**src/rtl/ux607_tl_frag_a_splitter.sv**
```systemverilog
// TL-A fragment splitter for the 8-bit peripheral path.
// Breaks each 2^size-byte A request into single-byte fragments. For Get/Hint
// it asks the upstream repeater to replay the header once per fragment. Put and
// Atomic data beats pass through one-for-one and are relabelled as size 0.
module ux607_tl_frag_a_splitter #(
  parameter int unsigned MAX_SIZE_LOG2 = 6
) (
  input  logic        clock,
  input  logic        reset,
  output logic        io_in_ready,
  input  logic        io_in_valid,
  input  logic [2:0]  io_in_bits_opcode,
  input  logic [2:0]  io_in_bits_param,
  input  logic [2:0]  io_in_bits_size,
  input  logic [1:0]  io_in_bits_source,
  input  logic [29:0] io_in_bits_address,
  input  logic        io_in_bits_mask,
  input  logic [7:0]  io_in_bits_data,
  output logic        io_repeat,
  input  logic        io_out_ready,
  output logic        io_out_valid,
  output logic [2:0]  io_out_bits_opcode,
  output logic [2:0]  io_out_bits_param,
  output logic [2:0]  io_out_bits_size,
  output logic [1:0]  io_out_bits_source,
  output logic [29:0] io_out_bits_address,
  output logic        io_out_bits_mask,
  output logic [7:0]  io_out_bits_data,
  output logic        io_out_first,
  output logic        io_out_last,
  output logic        io_oversize
);

  logic [MAX_SIZE_LOG2-1:0] r_cnt;
  logic                     r_oversize;

  logic [2:0]               w_eff_size;
  logic [MAX_SIZE_LOG2-1:0] w_beat_mask;
  logic                     w_repeat_class;
  logic                     w_illegal;
  logic                     w_too_big;
  logic                     w_last;
  logic                     w_fire;

  // Classify the request and derive the last-fragment condition.
  always_comb begin
    w_repeat_class = (io_in_bits_opcode == 3'd4) || (io_in_bits_opcode == 3'd5);
    w_illegal      = (io_in_bits_opcode == 3'd6) || (io_in_bits_opcode == 3'd7);
    w_too_big      = (32'(io_in_bits_size) > MAX_SIZE_LOG2);
    w_eff_size     = w_too_big ? 3'(MAX_SIZE_LOG2) : io_in_bits_size;
    // beats-1 as a mask of the low eff_size bits
    for (int i = 0; i < int'(MAX_SIZE_LOG2); i++) begin
      w_beat_mask[i] = (i < int'(w_eff_size));
    end
    if (w_illegal || (w_eff_size == 3'd0)) begin
      w_last = 1'b1;
    end else begin
      w_last = (r_cnt == w_beat_mask);
    end
    w_fire = io_in_valid & io_out_ready;
  end

  // Fragment counter and sticky oversize flag.
  always_ff @(posedge clock or posedge reset) begin
    if (reset) begin
      r_cnt      <= '0;
      r_oversize <= 1'b0;
    end else if (w_fire && !w_illegal) begin
      r_cnt      <= w_last ? '0 : r_cnt + 1'b1;
      r_oversize <= r_oversize | w_too_big;
    end
  end

  // Fragment outputs; illegal opcodes are forwarded untouched as one beat.
  always_comb begin
    io_out_valid        = io_in_valid;
    io_in_ready         = io_out_ready;
    io_repeat           = io_in_valid & w_repeat_class & ~w_last;
    io_out_bits_opcode  = io_in_bits_opcode;
    io_out_bits_param   = io_in_bits_param;
    io_out_bits_source  = io_in_bits_source;
    io_out_bits_data    = io_in_bits_data;
    io_out_first        = (r_cnt == '0);
    io_out_last         = w_last;
    io_oversize         = r_oversize;
    io_out_bits_address = io_in_bits_address;
    io_out_bits_size    = io_in_bits_size;
    io_out_bits_mask    = io_in_bits_mask;
    if (!w_illegal) begin
      io_out_bits_address = io_in_bits_address | 30'(r_cnt);
      io_out_bits_size    = (w_eff_size != 3'd0) ? 3'd0 : io_in_bits_size;
      io_out_bits_mask    = w_repeat_class ? 1'b1 : io_in_bits_mask;
    end
  end

endmodule

```
**config.mk**
```make
export PLATFORM = sky130hd
export DESIGN_NAME = ux607_tl_frag_a_splitter
export DESIGN_NICKNAME = d
export VERILOG_FILES = /design/src/rtl/ux607_tl_frag_a_splitter.sv
export SDC_FILE = /design/constraint.sdc
export NUM_CORES = 1
export LEC_CHECK = 0
export CELL_PAD_IN_SITES_DETAIL_PLACEMENT = 0
export CELL_PAD_IN_SITES_GLOBAL_PLACEMENT = 1
export CORE_AREA = 8 8 61 63
export CTS_CLUSTER_SIZE = 30
export DETAILED_ROUTE_END_ITERATION = 6
export DIE_AREA = 0 0 69 71
export DONT_BUFFER_PORTS = 1
export PLACE_DENSITY_LB_ADDON = 0.12
export SKIP_CTS_REPAIR_TIMING = 1
export SYNTH_ARGS = -nofsm -noshare
export SYNTH_HDL_FRONTEND = slang
export SYNTH_SLANG_ARGS = --single-unit
```
**constraint.sdc**
```tcl
create_clock -name clock -period 2.17 [get_ports clock]
set_input_delay 0.1085 -clock clock [delete_from_list [all_inputs] [get_ports clock]]
set_output_delay 0.1085 -clock clock [all_outputs]
set_load 0.02 [all_outputs]
```
==> load_flow_metrics.sql, run 1 <==
INSERT INTO impl_metrics (metric_group, metric, value, unit) VALUES
('outcome', 'status', 'complete, no violations', ''),
('cts', 'cts-root-buf', 'clkbuf_4', ''),
('sta', 'worst_pin_slew', '0.368', 'ns'),
('grt', 'grt_util_met1', '0.109', ''),
('worst_hold_path', 'worstHoldPathType', 'input port to flip-flop', ''),
('sta', 'grt_setup_unrepaired', 'false', ''),
('logic_synthesis', 'synth-main-ff-cell', 'dfrtp_1', ''),
('power_and_ir_drop', 'ir_worst_vdd', '340', 'uV'),
('grt', 'busiest_layer', 'met2', ''),
('floorplanning', 'die_w', '69', 'um'),
('cts', 'tritoncts_num_sinks', '7', ''),
('sta', 'timing_max_transition_violations_final', '0', ''),
('sta', 'rel_slew_slack', '0.755', ''),
('critical_path', 'worstSetupEndpointType', 'output pin', ''),
('logic_synthesis', 'yosysWarningCount', '0', ''),
('critical_path', 'required', '2.06', 'ns'),
('sta', 'fmaxAchievable', '488', 'MHz'),
('critical_path', 'crit_path_max_fanout', '7', ''),
('critical_path', 'reg2reg_setup_slack', '0.39', 'ns'),
('sta', 'fin_worst_skew', '0.00257', 'ns'),
('floorplanning', 'core_region_area', '2850', 'um2'),
('cells_and_area', 'finish.utilization', '0.289', ''),
('cts', 'max-clock-path-buffers', '2', ''),
('grt', 'global_route_wire_length_before_repair', '4.64', 'mm'),
('cts', 'cts_tree', 'built', ''),
('critical_path', 'worstPathCellList', 'or4_1 -> o22a_4 -> o31ai_4 -> nor4bb_1 -> buf_4', ''),
('routing', 'antenna_violating_nets_post_route', '0', ''),
('power_and_ir_drop', 'power.combinational.fraction', '0.433', ''),
('logic_synthesis', 'ys_seq_elements', '7', ''),
('cells_and_area', 'final_area', '823', 'um2'),
('grt', 'grt_antenna_before_repair', '0', ''),
('routing', 'drcViolationCount', '0', ''),
('critical_path', 'slowest_stage', 'or4_1', ''),
('power_and_ir_drop', 'leakage_power_of_the_design', '0.323', 'nW'),
('placement', 'place_worst_setup_slack', '0.309', 'ns'),
('placement', 'place_hpwl', '2.45', 'mm'),
('grt', 'groute.usage.overall', '0.116', ''),
('routing', 'vias_per_cell', '6.28', ''),
('routing', 'wl_per_cell', '25.5', 'um'),
('sta', 'final-hold-violation-count', '0', ''),
('grt', 'first_global_vias', '798', ''),
('cells_and_area', 'insertedDiodeCount', '0', ''),
('grt', 'global_route.usage.met3', '0.0671', ''),
('sta', 'whs', '0.0170', 'ns'),
('critical_path', 'path_class', 'flip-flop to output pin', ''),
('critical_path', 'cpPeakStageDelay', '0.54', 'ns'),
('power_and_ir_drop', 'clock_group_share_of_total_power', '0.212', ''),
('cts', 'number_of_clock_buffers_inserted_by_tritoncts', '3', ''),
('logic_synthesis', 'netlist_area', '1020', 'um2'),
('routing', 'detail_route.wirelength', '3.06', 'mm'),
('routing', 'vias', '753', ''),
('logic_synthesis', 'number_of_library_cell_types_mapped_by_synthesis', '37', ''),
('sta', 'setup_violations', '0', ''),
('routing', 'pre_repair_dr_iteration_count', '4', ''),
('cells_and_area', 'final_layout_size_suffix_gt1_frac', '0.195', ''),
('power_and_ir_drop', 'switching_share', '0.432', ''),
('cells_and_area', 'syn_to_final_growth', '-19.4', '%'),
('floorplanning', 'fp-row-count', '20', ''),
('cts', 'clock_latency_on_the_worst_skew_pair', '0.25', 'ns'),
('critical_path', 'timing.critical_path.arrival', '1.94', 'ns'),
('floorplanning', 'boundaryPins', '110', ''),
('logic_synthesis', 'syn-num-nets', '181', ''),
('power_and_ir_drop', 'cellInternalPower', '0.319', 'mW'),
('sta', 'layout_min_cycle_time', '2.05', 'ns'),
('critical_path', 'setup.worst_path.start', 'r_cnt[0]', ''),
('grt', 'gr_layer_usage_met2', '0.194', ''),
('floorplanning', 'initial_core_utilization', '0.358', ''),
('cts', 'clkSlewWorstSetupHoldPaths', '0.05', 'ns'),
('sta', 'fin_tns_setup', '0', 'ns'),
('logic_synthesis', 'async_reset_ff_frac', '1.00', ''),
('floorplanning', 'die_h', '71', 'um');
==> registers in the layout (all words and copies together) (netlist names) <==
signal	flops
r_cnt	6
io_oversize	1
==> synthesized netlist by cell type (all sizes together) (2+ instances only) <==
cell type / number / area [um2]
buf: 46 / 335
a21o: 7 / 52.6
and3: 7 / 43.8
dfrtp: 7 / 175
inv: 6 / 22.5
o21ai: 6 / 33.8
nand2: 5 / 18.8
nand3: 4 / 20.0
o311ai: 4 / 35.0
a22oi: 3 / 22.5
a21oi: 2 / 10.0
and2: 2 / 12.5
ha: 2 / 25.0
nor2: 2 / 7.51
nor4: 2 / 12.5
o31ai: 2 / 42.5
==> final cells by class <==
class / count / area, um2
Multi-Input combinational cell: 65 / 515
Tap cell: 33 / 41.3
Sequential cell: 7 / 178
Inverter: 6 / 22.5
Clock buffer: 4 / 26.3
Fill cell: 311 / 2030
Timing Repair Buffer: 5 / 40.0
==> how the worst min path moves through the flow <==
stage	start	to	slack (ns)	cells after the start
6_report	io_in_bits_size[1]	io_oversize	0.02	1
5_1_grt	io_in_bits_size[1]	io_oversize	0.01	1
3_3_place_gp	reset	r_cnt[2]	-0.03	1
2_1_floorplan	reset	io_oversize	-0.09	1
4_1_cts	reset	r_cnt[2]	-0.31	1
3_5_place_dp	reset	r_cnt[2]	-0.04	1
==> metal layers <==
layer,wire (um),vias to the layer above
li1,-,330
met1,1120,350
met2,1440,55
met3,392,18
met4,114,0
met5,0,-
==> critical path: cells and delay by family (launching register included) <==
| family | cells | cell delay (ns) |
|---|---|---|
| simple gates | 2 | 0.63 |
| buf+inv | 1 | 0.16 |
| flops | 1 | 0.43 |
| compound gates | 2 | 0.47 |
==> cell families after synthesis <==
| kind of cell | share of synthesized area |
|---|---|
| buffers and inverters | 0.355 |
| AOI/OAI and AO/OA | 0.281 |
| and+or+nand+nor | 0.148 |
| DFF | 0.172 |
| adders and majority gates | 0.0245 |
| xor gates and xnor gates | 0.00858 |
| muxes | 0.0110 |
==> per-stage QoR <==
step | instances | power, mW
2_1_floorplan | 125 | 0.483
3_3_place_gp | 115 | 0.428
3_5_place_dp | 115 | 0.423
4_1_cts | 119 | 0.548
5_1_grt | 120 | 0.604
6_report | 120 | 0.562
==> cell usage in the layout, fill, tap and decap left out, types with 2 or more instances in the layout <==
cell | Yosys | final
a21o_1 | 7 | 7
a21oi_1 | 2 | 2
nand3_1 | 4 | 4
clkbuf_4 | 0 | 3
and3_1 | 7 | 7
dfrtp_1 | 7 | 5
nor2_1 | 2 | 2
nand2_1 | 5 | 5
and2_1 | 2 | 2
dfrtp_2 | 0 | 2
a22oi_1 | 3 | 3
inv_1 | 6 | 6
o311ai_1 | 4 | 4
o31ai_4 | 2 | 2
ha_1 | 2 | 2
buf_4 | 42 | 4
o21ai_0 | 4 | 4
==> power groups by stage <==
stage	Sequential (mW)	Clock, mW	Combinational, mW
4_1_cts	0.195	0.124	0.229
3_5_place_dp	0.198	0	0.226
5_1_grt	0.204	0.132	0.268
6_report	0.200	0.119	0.243
2_1_floorplan	0.176	0	0.307
3_3_place_gp	0.195	0	0.233
Power figures use the tool's default switching activity.
==> run 2, diff against run 1 <==
--- a/config.mk
+++ b/config.mk
@@ -7,12 +7,14 @@
 export LEC_CHECK = 0
 export CELL_PAD_IN_SITES_DETAIL_PLACEMENT = 0
 export CELL_PAD_IN_SITES_GLOBAL_PLACEMENT = 1
-export CORE_AREA = 8 8 61 63
+export CORE_AREA = 8 8 59 61
+export CTS_BUF_LIST = sky130_fd_sc_hd__clkbuf_4 sky130_fd_sc_hd__clkbuf_8
 export CTS_CLUSTER_SIZE = 30
 export DETAILED_ROUTE_END_ITERATION = 6
-export DIE_AREA = 0 0 69 71
+export DIE_AREA = 0 0 67 69
 export DONT_BUFFER_PORTS = 1
 export PLACE_DENSITY_LB_ADDON = 0.12
+export SETUP_SLACK_MARGIN = 0.5
 export SKIP_CTS_REPAIR_TIMING = 1
 export SYNTH_ARGS = -nofsm -noshare
 export SYNTH_HDL_FRONTEND = slang
==> load_flow_metrics.sql, run 2 (synthesis gave the netlist of run 1 again) <==
INSERT INTO impl_metrics (metric_group, metric, value, unit) VALUES
('cells_and_area', 'finish.utilization', '0.362', ''),
('critical_path', 'worstPathCellList', 'or4_4 -> o22a_4 -> o31ai_4 -> nor4bb_4', ''),
('critical_path', 'slowest_stage', 'o31ai_4', ''),
('floorplanning', 'die_h', '69', 'um'),
('cells_and_area', 'nets', '152', ''),
('cts', 'max-clock-path-buffers', '2', ''),
('sta', 'layout_min_cycle_time', '1.97', 'ns'),
('sta', 'final-hold-violation-count', '0', ''),
('power_and_ir_drop', 'leakage_power_of_the_design', '0.369', 'nW'),
('grt', 'gr_layer_usage_met2', '0.195', ''),
('floorplanning', 'fp-row-count', '19', ''),
('cells_and_area', 'layout.cells.non_filler', '126', ''),
('sta', 'fin_worst_skew', '0.00774', 'ns'),
('placement', 'place_hpwl', '2.45', 'mm'),
('floorplanning', 'core_region_area', '2620', 'um2'),
('power_and_ir_drop', 'pwr_density_cell', '650', 'nW/um2'),
('sta', 'fin_tns_setup', '0', 'ns'),
('cts', 'htree_num_levels', '1', ''),
('routing', 'vias', '777', ''),
('critical_path', 'cpPeakStageDelay', '0.44', 'ns'),
('cells_and_area', 'insertedDiodeCount', '0', ''),
('grt', 'groute.usage.overall', '0.126', ''),
('power_and_ir_drop', 'cellInternalPower', '0.352', 'mW'),
('cells_and_area', 'syn_to_final_growth', '-7.23', '%'),
('cells_and_area', 'final_area', '947', 'um2'),
('grt', 'global_route_wire_length_before_repair', '4.58', 'mm'),
('routing', 'antenna_violating_nets_post_route', '0', ''),
('grt', 'grt_util_met1', '0.125', ''),
('cells_and_area', 'n_fill_cell', '286', ''),
('critical_path', 'cpLargestDelayFamily', 'compound AO/OA/AOI/OAI gates', ''),
('sta', 'rel_slew_slack', '0.696', ''),
('worst_hold_path', 'worstHoldPathType', 'input port to flip-flop', ''),
('grt', 'grt_overflow_total', '0', ''),
('critical_path', 'crit_path_max_fanout', '4', ''),
('grt', 'global_route.usage.met3', '0.0711', ''),
('sta', 'fmaxAchievable', '508', 'MHz'),
('sta', 'final.setup.worst_slack', '0.201', 'ns'),
('critical_path', 'timing.critical_path.arrival', '1.86', 'ns'),
('power_and_ir_drop', 'switching_share', '0.429', ''),
('cells_and_area', 'layout_common_cells', 'buf_4 (9), and3_1 (7), a21o_1 (7)', ''),
('critical_path', 'path_class', 'flip-flop to output pin', ''),
('routing', 'detailedRoute.firstIterationViolations', '33', ''),
('routing', 'vias_per_cell', '6.17', ''),
('cts', 'cts_tree', 'built', ''),
('cts', 'clkSlewWorstSetupHoldPaths', '0.07', 'ns'),
('critical_path', 'cp-start-kind', 'flip-flop', ''),
('sta', 'timing_max_transition_violations_final', '0', ''),
('placement', 'place_worst_setup_slack', '0.251', 'ns'),
('grt', 'first_global_vias', '758', ''),
('cts', 'cts-root-buf', 'clkbuf_4', ''),
('placement', 'gp_congestion', '0.728', ''),
('critical_path', 'required', '2.06', 'ns'),
('routing', 'drcViolationCount', '0', ''),
('floorplanning', 'initial_core_utilization', '0.390', ''),
('grt', 'largest_net_degree_at_the_start_of_global_routing', '13', ''),
('outcome', 'status', 'complete, no violations', ''),
('cells_and_area', 'final_layout_size_suffix_gt1_frac', '0.337', ''),
('cts', 'tritoncts_num_sinks', '7', ''),
('sta', 'setup_violations', '0', ''),
('sta', 'grt_setup_unrepaired', 'true', ''),
('power_and_ir_drop', 'ir_worst_vdd', '261', 'uV'),
('power_and_ir_drop', 'fin_total_pwr', '0.616', 'mW'),
('floorplanning', 'die-area', '4620', 'um2'),
('grt', 'busiest_layer', 'met2', ''),
('critical_path', 'combined_buffer_and_inverter_count_along_the_critical_path', '0', ''),
('flow_run', 'cap_violations', '0', ''),
('routing', 'detail_route.wirelength', '3.12', 'mm'),
('placement', 'io_buffer_count', '0', ''),
('sta', 'post-route-period-util', '0.907', ''),
('power_and_ir_drop', 'clock_group_share_of_total_power', '0.208', ''),
('cts', 'number_of_clock_buffers_inserted_by_tritoncts', '3', ''),
('placement', 'dpl_cell_area', '756', 'um2'),
('grt', 'grt_antenna_before_repair', '0', ''),
('cts', 'clock_latency_on_the_worst_skew_pair', '0.26', 'ns'),
('cells_and_area', 'max_flop_register', 'r_cnt', ''),
('power_and_ir_drop', 'sequentialPowerShare', '0.326', ''),
('critical_path', 'worstSetupEndpointType', 'output pin', ''),
('routing', 'wl_per_cell', '24.8', 'um'),
('sta', 'whs', '0.198', 'ns'),
('cells_and_area', 'layout.cells.most_common', 'buf_4', ''),
('placement', 'post-place-cells', '110', ''),
('routing', 'pre_repair_dr_iteration_count', '4', ''),
('floorplanning', 'boundaryPins', '110', ''),
('power_and_ir_drop', 'switching_power', '0.264', 'mW'),
('sta', 'worst_pin_slew', '0.456', 'ns'),
('power_and_ir_drop', 'power.combinational.fraction', '0.466', ''),
('floorplanning', 'die_w', '67', 'um'),
('cells_and_area', 'largest_register_ff_count', '6', '');
-- run 2: path summary, 6_finish.rpt --
check                       endpoint          from  slack [ns]  depth (start not counted)
setup reg to reg            r_cnt[1]      r_cnt[0]        0.41                          4
min in group asynchronous   r_cnt[0]         reset        0.24                          2
setup / recovery           io_repeat      r_cnt[0]        0.20                          4
hold / removal              r_cnt[0]  io_out_ready        0.20                          2
hold reg to reg             r_cnt[4]      r_cnt[4]        0.63                          1
max in group asynchronous   r_cnt[1]         reset        1.65                          2
-- run 2: worst register-to-register path, stage by stage, from the launching register on --
cell and delay, ns:
dfrtp_1 0.38, or4_4 0.42, o22a_4 0.23, o31ai_4 0.44, o22ai_1 0.16
-- run 2: area by class of cell --
class / instances / area, um2 / share of cell area
Timing Repair Buffer: 13 / 109 / 0.115
Sequential cell: 7 / 180 / 0.190
Multi-Input combinational cell: 65 / 569 / 0.601
Inverter: 6 / 22.5 / 0.0238
Clock inverter: 1 / 5.00 / 0.00528
Tap cell: 31 / 38.8 / 0.0410
Clock buffer: 3 / 22.5 / 0.0238
-- run 2: power groups by stage --
stage	registers, mW	clock network (mW)	logic [mW]
floorplan	0.178	0	0.320
global placement	0.206	0	0.224
detailed placement	0.206	0	0.218
CTS	0.204	0.133	0.219
global route	0.206	0.147	0.312
finish	0.201	0.128	0.287
-- run 2: routing by layer --
layer  vias to the layer above  part of all wire  routed length, um
li1                        347                 -                  -
met1                       360              0.35               1080
met2                        48              0.48               1490
met3                        22              0.13                401
met4                         0             0.048                150
met5                         -                 0                  0
